===== src/rtl/led_seq_pkg.sv =====
// Shared definitions for the LED pattern sequencer.
// Contents:
//   mode_t    : pattern mode codes (OFF / SHIFT / BOUNCE / COUNT)
//   dir_t     : bounce direction (LEFT / RIGHT)
//   SEED_*    : LSB of the value loaded into the LEDs on a mode change
//               (all upper bits of a seed are zero)
//   seed_bit  : maps a mode to its seed LSB
package led_seq_pkg;

  typedef enum logic [1:0] {
    MODE_OFF    = 2'b00,
    MODE_SHIFT  = 2'b01,
    MODE_BOUNCE = 2'b10,
    MODE_COUNT  = 2'b11
  } mode_t;

  typedef enum logic {
    DIR_LEFT  = 1'b0,
    DIR_RIGHT = 1'b1
  } dir_t;

  localparam logic SEED_OFF    = 1'b0;
  localparam logic SEED_SHIFT  = 1'b1;
  localparam logic SEED_BOUNCE = 1'b1;
  localparam logic SEED_COUNT  = 1'b0;

  function automatic logic seed_bit(input mode_t m);
    case (m)
      MODE_OFF:    seed_bit = SEED_OFF;
      MODE_SHIFT:  seed_bit = SEED_SHIFT;
      MODE_BOUNCE: seed_bit = SEED_BOUNCE;
      default:     seed_bit = SEED_COUNT;
    endcase
  endfunction

endpackage


===== src/rtl/led_pattern_seq_if.sv =====
// Board-side signal bundle of the LED pattern sequencer.
// Signals:
//   tick_in    : 1 Hz level from the clock divider, async to the sequencer clock
//   sw[2:0]    : raw switches, sw[1:0] mode, sw[2] pause
//   led        : LED pattern output (LED_W bits)
//   step_pulse : one-cycle pulse per accepted tick rising edge
//   mode_out   : currently registered mode
// Modports: master drives tick_in/sw (board/bench side), slave is the sequencer.
interface led_pattern_seq_if #(
  parameter int LED_W = 4
);
  logic             tick_in;
  logic [2:0]       sw;
  logic [LED_W-1:0] led;
  logic             step_pulse;
  logic [1:0]       mode_out;

  modport master (output tick_in, output sw,
                  input  led, input step_pulse, input mode_out);
  modport slave  (input  tick_in, input sw,
                  output led, output step_pulse, output mode_out);
endinterface


===== src/rtl/sw_debounce.sv =====
// One switch input conditioner: SYNC_STAGES-flop synchronizer, optionally
// followed by a stability filter when DEBOUNCE_EN is defined.
// With DEBOUNCE_EN the output only follows the synchronized input after it
// has differed from the current output for DEB_CYCLES consecutive cycles.
// Without it the output is the synchronized input.
// Ports:
//   clk_in : sequencer clock
//   rst    : asynchronous reset, active-high
//   raw    : raw switch level
//   deb    : conditioned switch level (0 after reset)
module sw_debounce
  import led_seq_pkg::*;
#(
  parameter int SYNC_STAGES = 2,
  parameter int DEB_CYCLES  = 50000
) (
  input  logic clk_in,
  input  logic rst,
  input  logic raw,
  output logic deb
);

  logic [SYNC_STAGES-1:0] sync_p;
  logic                   synced;

  always_ff @(posedge clk_in or posedge rst) begin
    if (rst) sync_p <= '0;
    else     sync_p <= {sync_p[SYNC_STAGES-2:0], raw};
  end

  assign synced = sync_p[SYNC_STAGES-1];

`ifdef DEBOUNCE_EN
  localparam int CNT_W = $clog2(DEB_CYCLES + 1);

  logic [CNT_W-1:0] cnt;
  logic             deb_q;

  // Counter runs only while the input disagrees with the accepted level;
  // the last count of a full run is the cycle the new level is taken.
  always_ff @(posedge clk_in or posedge rst) begin
    if (rst) begin
      cnt   <= '0;
      deb_q <= 1'b0;
    end else if (synced == deb_q) begin
      cnt <= '0;
    end else if (cnt == CNT_W'(DEB_CYCLES - 1)) begin
      deb_q <= synced;
      cnt   <= '0;
    end else begin
      cnt <= cnt + 1'b1;
    end
  end

  assign deb = deb_q;
`else
  assign deb = synced;
`endif

endmodule


===== src/rtl/led_pattern_seq.sv =====
// LED pattern sequencer in the 5 MHz domain. Steps an LED pattern on each
// rising edge of the divider's 1 Hz output, which is synchronized and
// edge-detected here. Switches select the mode and pause.
// Optional feature: DEBOUNCE_EN (switch stability filter in sw_debounce).
// Ports:
//   clk_in : 5 MHz clock
//   rst    : asynchronous reset, active-high
//   io     : led_pattern_seq_if.slave (tick_in, sw in; led, step_pulse, mode_out out)
module led_pattern_seq
  import led_seq_pkg::*;
#(
  parameter int LED_W       = 4,
  parameter int SYNC_STAGES = 2,
  parameter int DEB_CYCLES  = 50000
) (
  input  logic                clk_in,
  input  logic                rst,
  led_pattern_seq_if.slave    io
);

  logic [SYNC_STAGES-1:0] tick_sync_p;
  logic [SYNC_STAGES-1:0] fill_p;
  logic                   ts;
  logic                   tp;
  logic                   armed;
  logic                   step_q;

  logic [2:0]             sw_deb;
  mode_t                  deb_mode;
  logic                   pause;

  mode_t                  mode_q, mode_d;
  dir_t                   dir_q, dir_d;
  logic [LED_W-1:0]       led_q, led_d;

  assign ts = tick_sync_p[SYNC_STAGES-1];

  // Tick synchronizer and rising-edge detector.
  // fill_p marks when ts carries a real post-reset sample: arming on the
  // reset-cleared chain would turn a tick already high at release into a
  // false edge.
  always_ff @(posedge clk_in or posedge rst) begin
    if (rst) begin
      tick_sync_p <= '0;
      fill_p      <= '0;
      tp          <= 1'b0;
      armed       <= 1'b0;
      step_q      <= 1'b0;
    end else begin
      tick_sync_p <= {tick_sync_p[SYNC_STAGES-2:0], io.tick_in};
      fill_p      <= {fill_p[SYNC_STAGES-2:0], 1'b1};
      tp          <= ts;
      if (fill_p[SYNC_STAGES-1] && !ts) armed <= 1'b1;
      step_q      <= armed & ts & ~tp;
    end
  end

  // Switch conditioning, one instance per switch bit.
  for (genvar i = 0; i < 3; i++) begin : g_sw
    sw_debounce #(
      .SYNC_STAGES (SYNC_STAGES),
      .DEB_CYCLES  (DEB_CYCLES)
    ) u_deb (
      .clk_in (clk_in),
      .rst    (rst),
      .raw    (io.sw[i]),
      .deb    (sw_deb[i])
    );
  end

  assign deb_mode = mode_t'(sw_deb[1:0]);
  assign pause    = sw_deb[2];

  // Mode / pattern next state. A mode reload takes priority over a step
  // landing in the same cycle; that step is simply lost.
  always_comb begin
    mode_d = mode_q;
    dir_d  = dir_q;
    led_d  = led_q;
    if (deb_mode != mode_q) begin
      mode_d = deb_mode;
      dir_d  = DIR_LEFT;
      led_d  = {{(LED_W-1){1'b0}}, seed_bit(deb_mode)};
    end else if (step_q && !pause) begin
      case (mode_q)
        MODE_OFF:    led_d = '0;
        MODE_SHIFT:  led_d = {led_q[LED_W-2:0], led_q[LED_W-1]};
        MODE_BOUNCE: begin
          if (dir_q == DIR_LEFT) begin
            if (led_q[LED_W-1]) begin
              led_d = led_q >> 1;
              dir_d = DIR_RIGHT;
            end else begin
              led_d = led_q << 1;
            end
          end else begin
            if (led_q[0]) begin
              led_d = led_q << 1;
              dir_d = DIR_LEFT;
            end else begin
              led_d = led_q >> 1;
            end
          end
        end
        default:     led_d = led_q + LED_W'(1);
      endcase
    end
  end

  // Pattern state registers.
  always_ff @(posedge clk_in or posedge rst) begin
    if (rst) begin
      mode_q <= MODE_OFF;
      dir_q  <= DIR_LEFT;
      led_q  <= '0;
    end else begin
      mode_q <= mode_d;
      dir_q  <= dir_d;
      led_q  <= led_d;
    end
  end

  assign io.led        = led_q;
  assign io.step_pulse = step_q;
  assign io.mode_out   = mode_q;

endmodule


===== src/flat_wrapper.sv =====
// flat-port wrapper written by rule: the top's interface ports become plain ports
module led_pattern_seq_flat import led_seq_pkg::*;
#(
  parameter int LED_W       = 4,
  parameter int SYNC_STAGES = 2,
  parameter int DEB_CYCLES  = 50000
)
  (clk_in, rst, io_tick_in, io_sw, io_led, io_step_pulse, io_mode_out);
  led_pattern_seq_if #(.LED_W(LED_W)) io_i ();
  input  logic clk_in;
  input  logic rst;
  input wire logic [$bits(io_i.tick_in)-1:0] io_tick_in;
  input wire logic [$bits(io_i.sw)-1:0] io_sw;
  output wire logic [$bits(io_i.led)-1:0] io_led;
  output wire logic [$bits(io_i.step_pulse)-1:0] io_step_pulse;
  output wire logic [$bits(io_i.mode_out)-1:0] io_mode_out;
  assign io_i.tick_in = io_tick_in;
  assign io_i.sw = io_sw;
  assign io_led = io_i.led;
  assign io_step_pulse = io_i.step_pulse;
  assign io_mode_out = io_i.mode_out;
  led_pattern_seq #(.LED_W(LED_W), .SYNC_STAGES(SYNC_STAGES), .DEB_CYCLES(DEB_CYCLES)) u_core (.clk_in(clk_in), .rst(rst), .io(io_i));
endmodule

===== config.mk =====
export PLATFORM = sky130hd
export DESIGN_NAME = led_pattern_seq_flat
export DESIGN_NICKNAME = d
export VERILOG_FILES = /design/src/rtl/led_seq_pkg.sv /design/src/rtl/led_pattern_seq_if.sv /design/src/rtl/sw_debounce.sv /design/src/rtl/led_pattern_seq.sv /design/src/flat_wrapper.sv
export SDC_FILE = /design/constraint.sdc
export NUM_CORES = 1
export LEC_CHECK = 0
export CAP_MARGIN = 15
export CORE_MARGIN = 5
export CORE_UTILIZATION = 55
export DETAILED_ROUTE_END_ITERATION = 12
export GPL_TIMING_DRIVEN = 1
export PLACE_DENSITY = 0.77
export SLEW_MARGIN = 20
export SYNTH_ARGS = -nofsm -noshare
export SYNTH_HDL_FRONTEND = slang
export SYNTH_SLANG_ARGS = --single-unit

===== constraint.sdc =====
create_clock -name clk_in -period 1.9 [get_ports clk_in]
set_input_delay 0.38 -clock clk_in [delete_from_list [all_inputs] [get_ports clk_in]]
set_output_delay 0.38 -clock clk_in [all_outputs]
set_load 0.02 [all_outputs]

### Yosys cells after proc, flatten, opt, wreduce, memory -nomap -nowiden

Cells that the tools add are included.

| storage, ports and cells | value |
|---|---|
| bits in registers | 20 |
| latch bits | 0 |
| memory bits (writable) | 0 |
| memory bits (read-only) | 0 |
| input port bits | 6 |
| output and inout bits | 7 |
| logic and storage cells | 42 |
| memories | 0 |

| cells by class | value |
|---|---|
| $add $sub $neg | 1 |
| multiply operators | 0 |
| div/mod/pow operators | 0 |
| order comparisons | 0 |
| equal/unequal tests | 5 |
| shifts and indexed selects | 0 |
| muxes and demuxes | 13 |
| bitwise gates (word level) | 3 |
| reduce and logical (&&, ||, !) cells | 9 |

Operators by type and width:

| operator | count |
|---|---|
| 4-bit two-way mux | 5 |
| 4-bit one-hot mux with 3 select lines | 1 |
| 1-bit two-way mux | 7 |
| 4-bit by 1-bit adder with 4-bit output, second input constant | 1 |
| 2-bit by 1-bit equality test with 1-bit output, second input constant | 2 |
| 2-bit equality test, second input constant | 2 |
| 2-bit nonzero test | 2 |
| 1-bit bitwise AND | 2 |
| 1-bit logical AND | 2 |
| 1-bit zero test | 2 |
| 2-bit zero test | 1 |
| 2-bit inequality test | 1 |
| 2-bit AND reduction | 1 |
| 2-bit OR reduction | 1 |
| 1-bit NOT | 1 |

### Longest topological paths before layout

Gate-level depths: netlist of the first run.

| depth | value |
|---|---|
| word-level depth | 5 |
| depth in mapped cells | 6 |
| mapped depth without buffers | 5 |

### Hierarchy

From an unflattened synthesis of the first run, not the netlist that was laid out.

| second synthesis, totals | value |
|---|---|
| cells, all modules | 96 |
| area, all modules | 937.1 um2 |

Modules (own cells, without submodules):

| module | instances | cells each | area each (um2) | sequential area each (um2) |
|---|---|---|---|---|
| led_pattern_seq | 1 | 87 | 775.7 | 350.3 |
| sw_debounce | 3 | 3 | 53.8 | 50.0 |

### Least setup slack after synthesis of the first run

No wires, ideal clock.

| path | value |
|---|---|
| kind | register to register |
| from | register u_core.mode_q[0], in the netlist u_core.io.mode_out[0] |
| to | register u_core.led_q[0], in the netlist u_core.io.led[0] |
| setup time | 0.122 ns |
| arrival time | 1.261 ns |
| required time | 1.778 ns |
| setup slack | 0.518 ns |
| cell stages (with the launch flop) | 5 |
| buffers on the path | 0 |
| period minus slack after synthesis | 1.382 ns |
| cells stage by stage | dfrtp_1 > or2_4 > a211oi_2 > o22ai_1 > a32o_1 |

| between the ends | value |
|---|---|
| longest elaborated chain between the ends | 4 |
| elaborated cells between the ends (all ways) | 8 |

RTL lines:

| item | line | RTL |
|---|---|---|
| from (decl) | led_pattern_seq.sv:32 | `mode_t mode_q, mode_d;` |
| from (signal assigned) | led_pattern_seq.sv:117 | `mode_q <= mode_d;` |
| 2-bit equality test (tied with other cells) | led_pattern_seq.sv:85 | `case (mode_q)` |
| 4-bit one-hot mux with 3 select lines | led_pattern_seq.sv:85 |  |
| 4-bit two-way mux | led_pattern_seq.sv:84 | `end else if (step_q && !pause) begin` |
| 4-bit two-way mux | led_pattern_seq.sv:80 | `if (deb_mode != mode_q) begin` |
| to (signal assigned) | led_pattern_seq.sv:119 | `led_q <= led_d;` |
| to (decl) | led_pattern_seq.sv:34 | `logic [LED_W-1:0] led_q, led_d;` |

Parallel ways exist; a longest one is shown, timed or not. The select of a mux whose other input is x is not followed.
A chain may end at the register's enable or synchronous reset.

### Worst setup path in the final report of the first run

| path | value |
|---|---|
| from | register u_core.led_q[3], in the netlist u_core.io.led[3] |
| to | output port io_led[3] |

RTL lines:

| item | line | RTL |
|---|---|---|
| to (decl) | flat_wrapper.sv:14 | `output wire logic [$bits(io_i.led)-1:0] io_led;` |

No word-level cell between the ends.

==> impl_metrics.ini, run 1 <==
[yosys]
synthMuxAreaShare_pct = 0
synth_xor_area_share_pct = 0.892
postSynthCellCount = 90
synthFlopType = dfrtp_1
async_reset_ff_share_pct = 100
syn_area_sq_um = 982
synth-simple-area-share_pct = 15.4
synth_compound_area_share_pct = 23.3
ys_types = 37
synthAdderAreaFrac_pct = 2.55
synth-seq-area-share_pct = 51.0
synth-seq-cells = 20
synth-edff-count = 0
synth_area_per_cell_sq_um = 10.9
synth_nets = 98
yosys_warnings = 0
synth_top_family_by_area = compound AO/OA/AOI/OAI gates

[clock_tree]
clock_sinks = 20
clockBufferDepth = 2
ctsRootBufferMaster = clkbuf_4
htree_levels = 1
postCtsSetupBuffers = 0
path_clk_slew_ns = 0.11
cts_buffers = 3
tritoncts = built
clk_latency_ns = 0.29

[worst_setup_path]
crit_required_ns = 1.52
worstPathMaxFanout = 9
crit_slowest_cell = clkdlybuf4s50_1
worst-path-buf-inv = 1
crit_family = buffers and inverters
cp-start-kind = register
crit_chain = clkdlybuf4s50_1
critPathMaxStageDelay_ns = 0.65
critPathKind = reg2out
end_kind = output pin
arrival_ns = 1.44

[place]
gp_congestion = 0.838
hpwl_um = 1370
placed_cell_area_sq_mm = 0.00112
place_ws_ns = 0.358
io_buffers = 12

[routing]
finalWirelength_um = 1810
drtIter0Drc = 18
ant_nets = 0
drc = 0
dr.pass1.iters = 4
vias = 726
wire_per_inst_um = 13.9
via_per_inst = 5.58

[sta]
setup_tns_ns = 0
whs_ns = 0.361
worst_slew_pin_slew_ns = 0.519
max_freq_ghz = 0.550
setup_slack_ns = 0.0804
rsz0062_at_grt = no
report.final.slew_viol_count = 0
slew_headroom_pct = 65.3
setup_viol_count_final = 0
finalClockSkew_ns = 0.00187
period_share_pct = 95.8
fin_crit_ns = 1.82
hold_violations = 0

[layout]
fin_area_sq_mm = 0.00118
antenna_cells = 0
final_nets = 114
layout-drive-gt1-share_pct = 16.2
area_delta_synth_final_pct = 19.7

[worst_hold_path]
hp-class = reg2reg

[power]
p_per_area_mw_per_mm2 = 783
vdd_drop_max_mv = 0.739
leakagePower_nw = 0.506

[die]
core.rowCount = 15
dieArea_sq_mm = 0.00273
core_area_sq_mm = 0.00171
start_util_pct = 57.5
die_w_um = 52.3
die_h_um = 52.3
pin_count = 13

[global_route]
overflow = 0
grt_pass1_vias = 791
grt_max_degree = 21
grtUsageTotal_pct = 17.0
antenna_found_initial = 0
grt_pass1_wl_um = 3490

[run_status]
outcome = finished clean

[job]
drv_cap = 0
[final timing paths]
| path | from | endpoint | slack (ns) | depth (start not counted) |
|---|---|---|---|---|
| worst max-delay path | u_core.io.led[3] | io_led[3] | 0.08 | 1 |
| worst min-delay path | u_core.tick_sync_p[0] | u_core.tick_sync_p[1] | 0.36 | 0 |
| worst max register to register | u_core.io.step_pulse | u_core.io.led[2] | 0.47 | 4 |
| worst min register to register | u_core.tick_sync_p[0] | u_core.tick_sync_p[1] | 0.36 | 0 |
| max in group asynchronous | rst | u_core.io.mode_out[0] | 1.29 | 3 |
| min in group asynchronous | rst | u_core.io.led[2] | 0.40 | 3 |
[cell type report]
class	count	area [sq um]
flip-flops and latches	20	502
multi-input cells	59	418
well taps	25	31.3
inverters	6	22.5
clock buffers	3	22.5
repair buffers	16	150
clock inverters	1	30.0
fillers	135	532
[placed cells by master (no fill, tap or decap), types with 2 or more instances in the layout]
| master | synthesis | routed |
|---|---|---|
| dfrtp_1 | 20 | 19 |
| clkdlybuf4s50_1 | 0 | 12 |
| a21oi_1 | 8 | 8 |
| inv_1 | 6 | 6 |
| nor2_1 | 4 | 4 |
| nand2_1 | 4 | 4 |
| o21ai_0 | 4 | 4 |
| buf_4 | 0 | 4 |
| o31a_1 | 3 | 3 |
| nand3_1 | 3 | 3 |
| clkbuf_4 | 0 | 3 |
| nand2b_1 | 2 | 2 |
| or2_2 | 2 | 2 |
| o311ai_1 | 2 | 2 |
| o22ai_1 | 2 | 2 |
| a211oi_2 | 2 | 2 |
| ha_1 | 2 | 2 |
[stage by stage]
| stage | util, % | cells | power (W) |
|---|---|---|---|
| 2_1_floorplan | - | 90 | 0.000553 |
| 3_3_place_gp | 65.7 | 126 | 0.000592 |
| 3_5_place_dp | 65.7 | 126 | 0.000595 |
| 4_1_cts | 68.8 | 130 | 0.000933 |
| 5_1_grt | 68.9 | 130 | 0.000974 |
| 6_report | 68.9 | 130 | 0.000920 |
[layer usage]
layer / vias to the layer above / global-route usage, % / share of wire, %
li1: 355 / - / -
met5: - / 0 / 0
met1: 358 / 23.1 / 48
met4: 0 / 2.55 / 0.66
met3: 2 / 3.70 / 3.3
met2: 11 / 28.2 / 48
[synth_stat cells, types with 2 or more instances]
master | number | area [sq um]
dfrtp_1 | 20 | 500
a21oi_1 | 8 | 40.0
inv_1 | 6 | 22.5
nand2_1 | 4 | 15.0
nor2_1 | 4 | 15.0
o21ai_0 | 4 | 20.0
buf_6 | 3 | 33.8
nand3_1 | 3 | 15.0
o31a_1 | 3 | 26.3
a211oi_2 | 2 | 25.0
clkbuf_1 | 2 | 7.51
ha_1 | 2 | 25.0
nand2b_1 | 2 | 12.5
o22ai_1 | 2 | 12.5
o311ai_1 | 2 | 17.5
or2_2 | 2 | 12.5
[timing repair]
action | 4_1_cts | 5_1_grt
endpoints found under the setup margin | 0 | 1
hold buffers | 0 | 0
gates resized for setup | 0 | 1
[report_power, final]
part           switching, W  internal, W  total [W]
clock              0.000121     0.000213   0.000334
sequential        0.0000212     0.000444   0.000466
combinational     0.0000635    0.0000570   0.000121
[cells by family (layout without fill, tap and decap cells)]
logic type                 count (synthesis)  after routing
AOI/OAI and AO/OA                         31             31
xor gates and xnor gates                   1              1
other                                      1              1
adders and majority gates                  2              2
buffers and inverters                     11             26
and+or+nand+nor                           24             24
DFF                                       20             20
[sequential cells by signal, summed over array words and instances (netlist names), 2 cells and up]
signal,flops
u_core.io.mode_out,2
u_core.io.led,4
u_core.g_sw.u_deb.sync_p,6
u_core.tick_sync_p,2
u_core.fill_p,2
No activity file was read; power rests on OpenSTA's default activity.
==> run 2, diff against run 1 <==
--- a/config.mk
+++ b/config.mk
@@ -11,5 +11,7 @@
 export DETAILED_ROUTE_END_ITERATION = 12
 export GPL_TIMING_DRIVEN = 1
+export HOLD_SLACK_MARGIN = 0.05
 export PLACE_DENSITY = 0.77
+export SKIP_LAST_GASP = 1
 export SLEW_MARGIN = 20
 export SYNTH_ARGS = -nofsm -noshare
==> constraint.sdc (replaced) <==
create_clock -name clk_in -period 1.9 [get_ports clk_in]
set_input_delay 0.38 -clock clk_in [delete_from_list [all_inputs] [get_ports clk_in]]
set_output_delay 0.38 -clock clk_in [all_outputs]
set_load 0.1 [all_outputs]
==> impl_metrics.ini, run 2 (synthesis results as in run 1) <==
[sta]
rsz0062_at_grt = no
hold_violations = 0
report.final.slew_viol_count = 0
setup_viol_count_final = 0
period_share_pct = 80.2
max_freq_ghz = 0.656
fin_crit_ns = 1.52
setup_tns_ns = 0
finalClockSkew_ns = 0.0126

[routing]
wl_met1_um = 823
finalWirelength_um = 1860
ant_nets = 0
vias = 726
drc = 0
met3_length_um = 68
wire_per_inst_um = 14.6
via_per_inst = 5.72
dr.pass1.iters = 4
dr.max_layer_used = met4
drtIter0Drc = 28
met2WireLength_um = 953

[clock_tree]
hold_buffers = 0
clk_latency_ns = 0.29
ctsRootBufferMaster = clkbuf_4
clock_sinks = 20
postCtsSetupBuffers = 0
clockBufferDepth = 2
path_clk_slew_ns = 0.11
tritoncts = built
cts_resized = 0
cts_buffers = 3
htree_levels = 1

[layout]
fin_area_sq_mm = 0.00120
final_common_cell = dfrtp_1
area_delta_synth_final_pct = 22.0
layout-drive-gt1-share_pct = 20.6
antenna_cells = 0
final_cell_mix = dfrtp_1, a21oi_1, buf_12, inv_1, clkdlybuf4s50_1
largest_register = u_core.g_sw.u_deb.sync_p
final_nets = 111
final_util_pct = 70.2
fill_cells = 132
layout.cells.non_filler = 127
largest_reg_flops = 6

[die]
start_util_pct = 57.5
die_h_um = 52.3
core.rowCount = 15
core_area_sq_mm = 0.00171
dieArea_sq_mm = 0.00273
die_w_um = 52.3
pin_count = 13

[global_route]
grt_pass1_wl_um = 3190
antenna_found_initial = 0
grtUsageTotal_pct = 15.7
grt_max_degree = 21
overflow = 0
grt_pass1_vias = 695

[place]
hpwl_um = 1370
gp_congestion = 0.894
post-place-cells = 123
io_buffers = 12
placed_cell_area_sq_mm = 0.00117

[worst_hold_path]
hp-class = reg2reg
holdPathStages = 0
min_from = u_core.fill_p[0]
min_to = u_core.fill_p[1]

[worst_setup_path]
worstPathMaxFanout = 11
end_kind = register
regToRegStartpoint = u_core.io.mode_out[1]
crit_required_ns = 2.10
reg2reg_slack_ns = 0.38
arrival_ns = 1.72
critPathKind = reg2reg
timing.rr.end = u_core.io.led[0]
rr_worst_depth = 4
cp-start-kind = register

[power]
vdd_drop_max_mv = 0.487
p_per_area_mw_per_mm2 = 705
leakagePower_nw = 0.513

[job]
drv_cap = 0

[run_status]
outcome = finished clean
[run 2: cell count changes in the layout (fill, tap and decap cells not counted)]
| cell | delta |
|---|---|
| buf_4 | -3 |
| clkdlybuf4s50_1 | -7 |
| buf_12 | +7 |
| dfrtp_1 | -1 |
| dfrtp_2 | +1 |
| clkbuf_1 | +1 |
| bufinv_16 | -1 |
[run 2: metrics by stage]
| step | power (W) | hold WS (ns) | setup slack (ns) |
|---|---|---|---|
| 6_report | 0.000846 | 0.358 | 0.376 |
| 5_1_grt | 0.000885 | 0.383 | 0.185 |
| 3_3_place_gp | 0.000648 | 0.333 | 0.449 |
| 4_1_cts | 0.000853 | 0.360 | 0.371 |
| 2_1_floorplan | 0.000599 | 0.331 | 0.0439 |
| 3_5_place_dp | 0.000652 | 0.336 | 0.404 |
[run 2: worst max-delay path, cell delays in order (launching register included)]
cell and delay [ns]:
dfrtp_1 0.61, inv_1 0.23, a211oi_2 0.25, o22ai_1 0.12, a32o_1 0.22
[run 2: per-layer routing]
metal	global-route usage, %	vias to the layer above
li1	-	346
met4	5.11	0
met3	3.42	2
met5	0	-
met2	25.3	19
met1	21.0	359
[run 2: how the worst max path moves through the flow]
stage	from	end	slack (ns)	cells past startpoint
global placement	u_core.io.mode_out[0]	u_core.io.led[0]	0.45	4
detailed placement	u_core.io.mode_out[1]	u_core.io.led[0]	0.40	4
global route	u_core.io.mode_out[1]	u_core.io.led[3]	0.19	4
finish	u_core.io.mode_out[1]	u_core.io.led[0]	0.38	4
CTS	u_core.io.mode_out[1]	io_mode_out[1]	0.37	1
floorplan	u_core.io.mode_out[1]	u_core.io.led[2]	0.04	5
[run 2: where the power goes]
part | total (W) | internal [W] | switching, W
clock | 0.000202 | 0.0000816 | 0.000120
sequential | 0.000479 | 0.000445 | 0.0000337
combinational | 0.000165 | 0.0000662 | 0.0000992
[run 2: layout make-up]
class                   count  area [sq um]  area share [%]
flip-flops and latches     20           503            42.0
multi-input cells          59           418            34.9
repair buffers             13           198            16.5
well taps                  25          31.3            2.61
clock buffers               4          26.3            2.19
inverters                   6          22.5            1.88
